===== src/rtl/sweeper_pkg.sv =====
// Shared types and constants for the truth-table sweeper.
// Golden default models Y = ~A & D with A as the vector MSB.
package sweeper_pkg;

   localparam int N_VEC = 16;
   localparam int IDX_W = 4;
   localparam int CNT_W = 5;

   localparam logic [N_VEC-1:0] GOLDEN_DEF = 16'h00AA;

   typedef enum logic [1:0] {
      IDLE,
      SETTLE,
      SAMPLE,
      DONE
   } state_t;

endpackage


===== src/rtl/truth_table_sweeper_settle_timer.sv =====
// Loadable down-counter; o_tc is high while the count sits at zero.
// The FSM loads SETTLE_CYCLES-1 on SETTLE entry.
module settle_timer #(
   parameter int W = 4
) (
   input  logic         i_clk,
   input  logic         i_rst,
   input  logic         i_load,
   input  logic [W-1:0] i_load_val,
   output logic         o_tc
);

   logic [W-1:0] r_cnt;

   always_ff @(posedge i_clk) begin
      if (i_rst) begin
         r_cnt <= '0;
      end else if (i_load) begin
         r_cnt <= i_load_val;
      end else if (r_cnt != '0) begin
         r_cnt <= r_cnt - W'(1);
      end
   end

   assign o_tc = (r_cnt == '0);

endmodule


===== src/rtl/truth_table_sweeper.sv =====
// Sweeps all 16 input vectors, samples Y, builds and grades the truth table.
// Optional STOP_ON_FAIL_EN ends the sweep at the first mismatching vector.
module truth_table_sweeper
   import sweeper_pkg::*;
#(
   parameter int               SETTLE_CYCLES = 2,
   parameter logic [N_VEC-1:0] EXPECTED      = GOLDEN_DEF
) (
   input  logic             i_clk,
   input  logic             i_rst,
   input  logic             i_start,
   output logic [IDX_W-1:0] o_dut_in,
   input  logic             i_dut_y,
   output logic             o_busy,
   output logic             o_done,
   output logic [N_VEC-1:0] o_table,
   output logic             o_pass,
   output logic [CNT_W-1:0] o_mismatch_cnt,
   output logic [IDX_W-1:0] o_first_fail_idx
);

   state_t           r_state;
   state_t           w_next;
   logic [IDX_W-1:0] r_idx;
   logic [N_VEC-1:0] r_table;
   logic             r_pass;
   logic [CNT_W-1:0] r_mis;
   logic [IDX_W-1:0] r_ffi;

   logic             w_tc;
   logic             w_load;
   logic             w_miss;
   logic             w_stop;
   logic             w_last;
   logic [CNT_W-1:0] w_mis_nx;

   settle_timer #(.W(IDX_W)) u_timer (
      .i_clk      (i_clk),
      .i_rst      (i_rst),
      .i_load     (w_load),
      .i_load_val (IDX_W'(SETTLE_CYCLES - 1)),
      .o_tc       (w_tc)
   );

   assign w_miss   = (i_dut_y != EXPECTED[r_idx]);
   assign w_mis_nx = r_mis + CNT_W'(w_miss);

`ifdef STOP_ON_FAIL_EN
   assign w_stop = w_miss;
`else
   assign w_stop = 1'b0;
`endif

   assign w_last = (r_idx == IDX_W'(N_VEC - 1)) || w_stop;

   always_ff @(posedge i_clk) begin
      if (i_rst) r_state <= IDLE;
      else       r_state <= w_next;
   end

   always_comb begin
      w_next = r_state;
      unique case (r_state)
         IDLE:    if (i_start) w_next = SETTLE;
         SETTLE:  if (w_tc)    w_next = SAMPLE;
         SAMPLE:  w_next = w_last ? DONE : SETTLE;
         DONE:    w_next = IDLE;
         default: w_next = IDLE;
      endcase
   end

   always_comb begin
      o_busy = (r_state != IDLE);
      o_done = (r_state == DONE);
      w_load = (w_next == SETTLE) && (r_state != SETTLE);
   end

   // Results persist through IDLE and are cleared only on an accepted start.
   always_ff @(posedge i_clk) begin
      if (i_rst) begin
         r_idx   <= '0;
         r_table <= '0;
         r_pass  <= 1'b0;
         r_mis   <= '0;
         r_ffi   <= '0;
      end else begin
         if (r_state == IDLE && i_start) begin
            r_idx   <= '0;
            r_table <= '0;
            r_pass  <= 1'b0;
            r_mis   <= '0;
            r_ffi   <= '0;
         end
         if (r_state == SAMPLE) begin
            r_table[r_idx] <= i_dut_y;
            r_mis          <= w_mis_nx;
            if (w_miss && r_mis == '0) r_ffi <= r_idx;
            if (w_last) r_pass <= (w_mis_nx == '0);
            else        r_idx  <= r_idx + IDX_W'(1);
         end
      end
   end

   assign o_dut_in         = r_idx;
   assign o_table          = r_table;
   assign o_pass           = r_pass;
   assign o_mismatch_cnt   = r_mis;
   assign o_first_fail_idx = r_ffi;

endmodule


===== config.mk =====
export PLATFORM = sky130hd
export DESIGN_NAME = truth_table_sweeper
export DESIGN_NICKNAME = d
export VERILOG_FILES = /design/src/rtl/sweeper_pkg.sv /design/src/rtl/truth_table_sweeper_settle_timer.sv /design/src/rtl/truth_table_sweeper.sv
export SDC_FILE = /design/constraint.sdc
export NUM_CORES = 1
export LEC_CHECK = 0
export BUFFER_PORTS_ARGS = -buffer_cell sky130_fd_sc_hd__buf_2
export CAP_MARGIN = 0
export CORE_ASPECT_RATIO = 2
export CORE_UTILIZATION = 54
export DETAILED_ROUTE_END_ITERATION = 7
export HOLD_SLACK_MARGIN = 0.05
export PLACE_DENSITY = 0.89
export SYNTH_ARGS = -nofsm -noshare
export SYNTH_HDL_FRONTEND = slang
export SYNTH_SLANG_ARGS = --single-unit

===== constraint.sdc =====
create_clock -name i_clk -period 1.88 [get_ports i_clk]
set_clock_uncertainty 0.1 [all_clocks]
set_input_delay 0.188 -clock i_clk [delete_from_list [all_inputs] [get_ports i_clk]]
set_output_delay 0.188 -clock i_clk [all_outputs]
set_load 0.05 [all_outputs]

Yosys cells after proc, flatten, opt, wreduce, memory -nomap -nowiden
Memory sizes are Yosys's and may differ from the RTL's. A register that Yosys moved wholly into a read port is not among the register bits.
Cells that the tools add are included.
{ "word_totals": {"in_bits": 4, "memories": 1, "ff_bits": 36, "rom_bits": 16, "elab_cells": 59} }
{ "memory_table": {"columns": ["memory", "depth", "word_bits", "rd", "rd_clocked_by_memory_dff", "write_ports", "line_no", "text"], "rows": [
  ["(no name shown)", 16, 1, 1, 1, 0, "truth_table_sweeper.sv:45", "assign w_miss = (i_dut_y != EXPECTED[r_idx]);"]
]} }
{ "classes": {"n_reduce_logical": 13, "mux": 25, "eq_ne": 7, "magnitude_cmp": 2, "n_addsub": 3} }
{ "ops": {"columns": ["cell", "count"], "rows": [
  ["2-to-1 mux 16 bit", 3],
  ["2-to-1 mux 4 bit", 7],
  ["bitwise mux 16 bit", 1],
  ["zero test 5 bit", 2],
  ["2-to-1 mux 5 bit", 2],
  ["case mux 2 bit (4 select lines)", 1],
  ["2-to-1 mux 1 bit", 7],
  ["2-to-1 mux 2 bit", 3],
  ["nonzero test 2 bit", 3],
  ["adder 5 x 1 -> 5 bit", 1],
  ["less-than comparator 4 x 5 -> 1 bit (second input constant)", 1],
  ["adder 4 x 1 -> 4 bit (second input constant)", 1],
  ["demux 1 bit (select 4 bit)", 1],
  ["equality test 2 x 1 -> 1 bit (second input constant)", 2],
  ["equality test 2 bit (second input constant)", 2],
  ["equality test 4 bit (second input constant)", 1],
  [">= comparator 4 x 1 -> 1 bit (second input constant)", 1],
  ["logical AND 1 bit", 4],
  ["zero test 4 bit", 1],
  ["nonzero test 4 bit", 1],
  ["subtractor 4 x 1 -> 4 bit (second input constant)", 1],
  ["zero test 2 bit", 1],
  ["!= test 2 x 1 -> 1 bit (second input constant)", 1],
  ["OR reduction 2 bit", 1],
  ["!= test 1 bit", 1]
]} }

Depth between registers and ports, before layout
{ "logic_depth": {"depth_word": 7, "ltp_mapped": 8, "mapped_depth_nobuf": 7} }

Modules after synthesis
A second synthesis with hierarchy kept.
{ "hier_totals": {"hier_cells": 213, "area_unflattened_um2": 1889.3} }
{ "by_module_without_submodules": {"columns": ["module", "area_per_inst_um2", "cells_each", "seq_area_each_um2", "n_inst"], "rows": [
  ["truth_table_sweeper", 1660.3, 189, 660.6, 1],
  ["settle_timer", 229.0, 24, 80.1, 1]
]} }

Worst setup path before layout
Ideal clock, no wire load.
{ "synth_timing": {"kind": "reg2reg", "startpoint": "register r_mis[0] (netlist: o_mismatch_cnt[0])", "endpoint": "register r_mis[4] (netlist: o_mismatch_cnt[4])", "required_ns": 1.710, "t_arrival_ns": 1.674, "synth_period_minus_slack_ns": 1.845, "n_path_buf": 0, "path_stages_with_launch": 6, "path_slack_ns": 0.035, "setup_ns": 0.070, "path_cell_list": "dfxtp_1 > ha_1 > ha_1 > nand3_1 > or3_1 > a21oi_1"} }
{ "synth_via": {"elab_chain_len": 2} }
{ "synth_rtl": {"columns": ["item", "line_no", "text"], "rows": [
  ["start, declared", "truth_table_sweeper.sv:27", "logic [CNT_W-1:0] r_mis;"],
  ["start signal, assigned", "truth_table_sweeper.sv:96", "r_mis <= w_mis_nx;"],
  ["adder 5 x 1 -> 5 bit", "truth_table_sweeper.sv:46", "assign w_mis_nx = r_mis + CNT_W'(w_miss);"],
  ["2-to-1 mux 5 bit", "truth_table_sweeper.sv:94", "if (r_state == SAMPLE) begin"]
]} }
Every way passes these cells.
A chain may end at the register's enable or synchronous reset.

==> qor.csv <==
stage,metric,value,unit
timing,timing.setup.tns,0,ns
worst_setup_path,crit_required,2.00,ns
worst_setup_path,arrival,1.87,ns
global_routing,antenna_found_initial,0,
layout,nets,254,
clock_tree,clkTransAtPathRegs,0.07,ns
floorplanning,ios,36,
job,drv_cap,0,
worst_setup_path,cp_max_fo,3,
yosys,synth_area_per_cell,8.97,sq um
clock_tree,clk_path_buf_depth,2,
routing,drt-pass1-iter-count,6,
clock_tree,hold_buffers,0,
timing,clock.fmax,571,MHz
global_routing,track_usage,24.5,%
worst_setup_path,slowest_stage,dfxtp_1,
power,p_leak,0.843,nW
routing,drtIter0Drc,61,
power,vdd_drop_max,0.647,mV
floorplanning,die_w,43.8,um
yosys,ys_types,43,
run_status,status,"finished, violations left",
floorplanning,core_area,3340,sq um
routing,via_count,1660,
routing,wirelength_met1,1.68,mm
routing,drt_wl_total,4.21,mm
routing,avgRoutedWirePerCell,15.3,um
global_routing,grt-ovfl-total,0,
yosys,synthArstFlopShare,0,%
yosys,syn_area,1880,sq um
yosys,synth_edf_count,0,
run_status,failed_checks,DRC,
yosys,synth_seq_cells,37,
clock_tree,htreeDepth,2,
floorplanning,die_h,85.5,um
timing,fin_crit,1.75,ns
global_routing,grt_max_degree,37,
layout,multi_input_area,995,sq um
layout,num_antenna_cells,0,
power,finalPower,1.79,mW
timing,drv_slew,0,
timing,setup-violations-final,0,
worst_setup_path,r2r_slack,0.13,ns
routing,wl_met2,2.26,mm
worst_setup_path,r2r_cells,6,
clock_tree,clk_latency,0.29,ns
yosys,synthFlopType,dfxtp_1,
worst_setup_path,path_class,reg2reg,
yosys,syn_nets,221,
yosys,ys_seq_area_share,39.3,%
placement,dp_hpwl,2.93,mm
timing,timing.slew.headroom,57.4,%
floorplanning,dieArea,3740,sq um
worst_setup_path,critPathMaxStageDelay,0.35,ns
routing,dr.max_layer_used,met4,
clock_tree,cts-root-buf,clkbuf_8,
power,power_density,852,nW/um^2
worst_setup_path,r2r-end,o_mismatch_cnt[4],
routing,drc_errors,5,
clock_tree,clock-sinks,37,
worst_hold_path,hold_class,in2reg,
worst_hold_path,hold_depth,3,
routing,wl_met3,184,um
worst_setup_path,crit_chain,xor2_2 -> ha_1 -> ha_1 -> nand3_1 -> or3_1 -> a21oi_1,
global_routing,grt_pass1_wl,6.98,mm
layout,n_fill_cell,305,
clock_tree,cts_tree,built,
worst_setup_path,cp_common_cell,ha_1,
floorplanning,rows,30,
routing,viasPerCell,6.04,
layout,area_delta_synth_final,11.6,%
yosys,yosysWarnings,0,
placement,io_buffers,35,
timing,worst_pin_slew,0.640,ns
clock_tree,numCtsBuffers,5,
clock_tree,post_cts_buffers,0,
yosys,postSynthCellCount,210,
layout,seq_area,741,sq um
worst_setup_path,critPathCaptureType,flip-flop,
routing,ant_nets,0,
placement,place.gp.congestion,0.837,
worst_hold_path,hp-start,i_start,
layout,drive_gt1_share,27.2,%
timing,fin_crit_sh,93.1,%
clock_tree,post_cts_resized,0,
timing,grt_setup_unrepaired,no,
worst_hold_path,hold_end,r_state[0],
worst_setup_path,cp-start-kind,flip-flop,
timing,hold_viol,0,
global_routing,grt_pass1_vias,1580,
floorplanning,initial_utilization,56.4,%
## how the worst max path moves through the flow
stage	to	cells past startpoint	slack [ns]
detailed placement	o_first_fail_idx[2]	4	0.13
floorplan	o_mismatch_cnt[4]	5	0.04
finish	o_mismatch_cnt[4]	6	0.13
CTS	o_first_fail_idx[2]	4	0.12
global route	o_mismatch_cnt[4]	6	0.02
global placement	o_first_fail_idx[2]	4	0.16
## worst max-delay path, delay by kind of cell (launching register included)
| kind | cells | cell delay (ns) |
|---|---|---|
| xor+xnor | 1 | 0.18 |
| simple gates | 2 | 0.48 |
| flops | 1 | 0.35 |
| fa+ha+maj | 2 | 0.42 |
| compound gates | 1 | 0.16 |
## report_power, final
group	leakage, nW	switching, mW	internal (mW)
Combinational	0.500	0.232	0.139
Clock	0.0443	0.273	0.291
Sequential	0.299	0.0370	0.819
Total	0.843	0.542	1.25
## cells in the mapped netlist, types with 3 or more instances
cell	n	area share [%]
clkbuf_8	3	2.2
o311ai_1	3	1.4
dfxtp_1	37	39
nor2_1	19	3.8
or2_2	3	1.0
nand3_1	9	2.4
buf_4	3	1.2
o211ai_1	14	5.6
nand2_1	17	3.4
ha_1	7	4.7
buf_6	4	2.4
inv_1	5	1.0
mux2_2	5	3.0
clkbuf_1	3	0.60
nand4_1	13	4.3
a21oi_1	23	6.1
xor2_1	4	1.9
## layout by cell type (no fill, tap or decap), types with 2 or more instances in the layout
| cell type | Yosys | layout |
|---|---|---|
| a21oi_1 | 23 | 23 |
| a31oi_1 | 2 | 2 |
| and2_2 | 2 | 2 |
| buf_2 | 2 | 35 |
| buf_4 | 3 | 6 |
| clkbuf_8 | 3 | 6 |
| dfxtp_1 | 37 | 37 |
| ha_1 | 7 | 7 |
| inv_1 | 5 | 5 |
| mux2_2 | 5 | 5 |
| mux2i_1 | 2 | 2 |
| nand2_1 | 17 | 17 |
| nand2b_1 | 2 | 2 |
| nand3_1 | 9 | 9 |
| nand3b_1 | 2 | 2 |
| nand4_1 | 13 | 13 |
| nor2_1 | 19 | 19 |
| nor2b_1 | 2 | 2 |
| nor3_1 | 2 | 2 |
| o211ai_1 | 14 | 14 |
| o21ai_0 | 2 | 2 |
| o311ai_0 | 2 | 2 |
| o311ai_1 | 3 | 3 |
| or2_2 | 3 | 3 |
| or3_1 | 2 | 2 |
| xor2_1 | 4 | 4 |
## sequential cells by signal (all words and copies together), names as in the netlist, named ones only
name	flops
o_mismatch_cnt	5
u_timer.r_cnt	4
o_pass	1
o_table	16
o_dut_in	4
o_first_fail_idx	4
r_state	2
## final cells by class
class | instances | share of cell area (%)
Inverter | 5 | 0.893
Multi-Input combinational cell | 153 | 47.3
Tap cell | 32 | 1.91
Clock buffer | 7 | 4.11
Sequential cell | 37 | 35.3
Timing Repair Buffer | 41 | 10.5
## cells by family (layout without fill, tap and decap cells)
family	count (synthesis)	count (layout)	share of synthesized area [%]
DFF	37	37	39.3
muxes	7	7	4.05
AOI/OAI and AO/OA	50	50	16.9
and+or+nand+nor	83	83	23.9
adders and majority gates	7	7	4.65
xor gates and xnor gates	6	6	3.19
buffers and inverters	20	53	7.91
## metrics by stage
stage | instance area, sq um | hold slack [ns] | setup slack [ns] | instances | util, %
after floorplan | 1880 | 0.281 | 0.0354 | 210 | -
after global placement | 2010 | 0.371 | 0.163 | 268 | 60.3
after detailed placement | 2010 | 0.380 | 0.135 | 268 | 60.3
after CTS | 2100 | 0.115 | 0.117 | 275 | 62.8
after global routing | 2100 | 0.158 | 0.0193 | 275 | 62.9
final | 2100 | 0.115 | 0.129 | 275 | 62.9
## metal layers
metal | vias up | global-route usage (%)
li1 | 819 | -
met1 | 775 | 28.3
met2 | 59 | 40.3
met3 | 7 | 4.42
met4 | 0 | 14.8
met5 | - | 0
No activity file was read; power rests on OpenSTA's default activity.
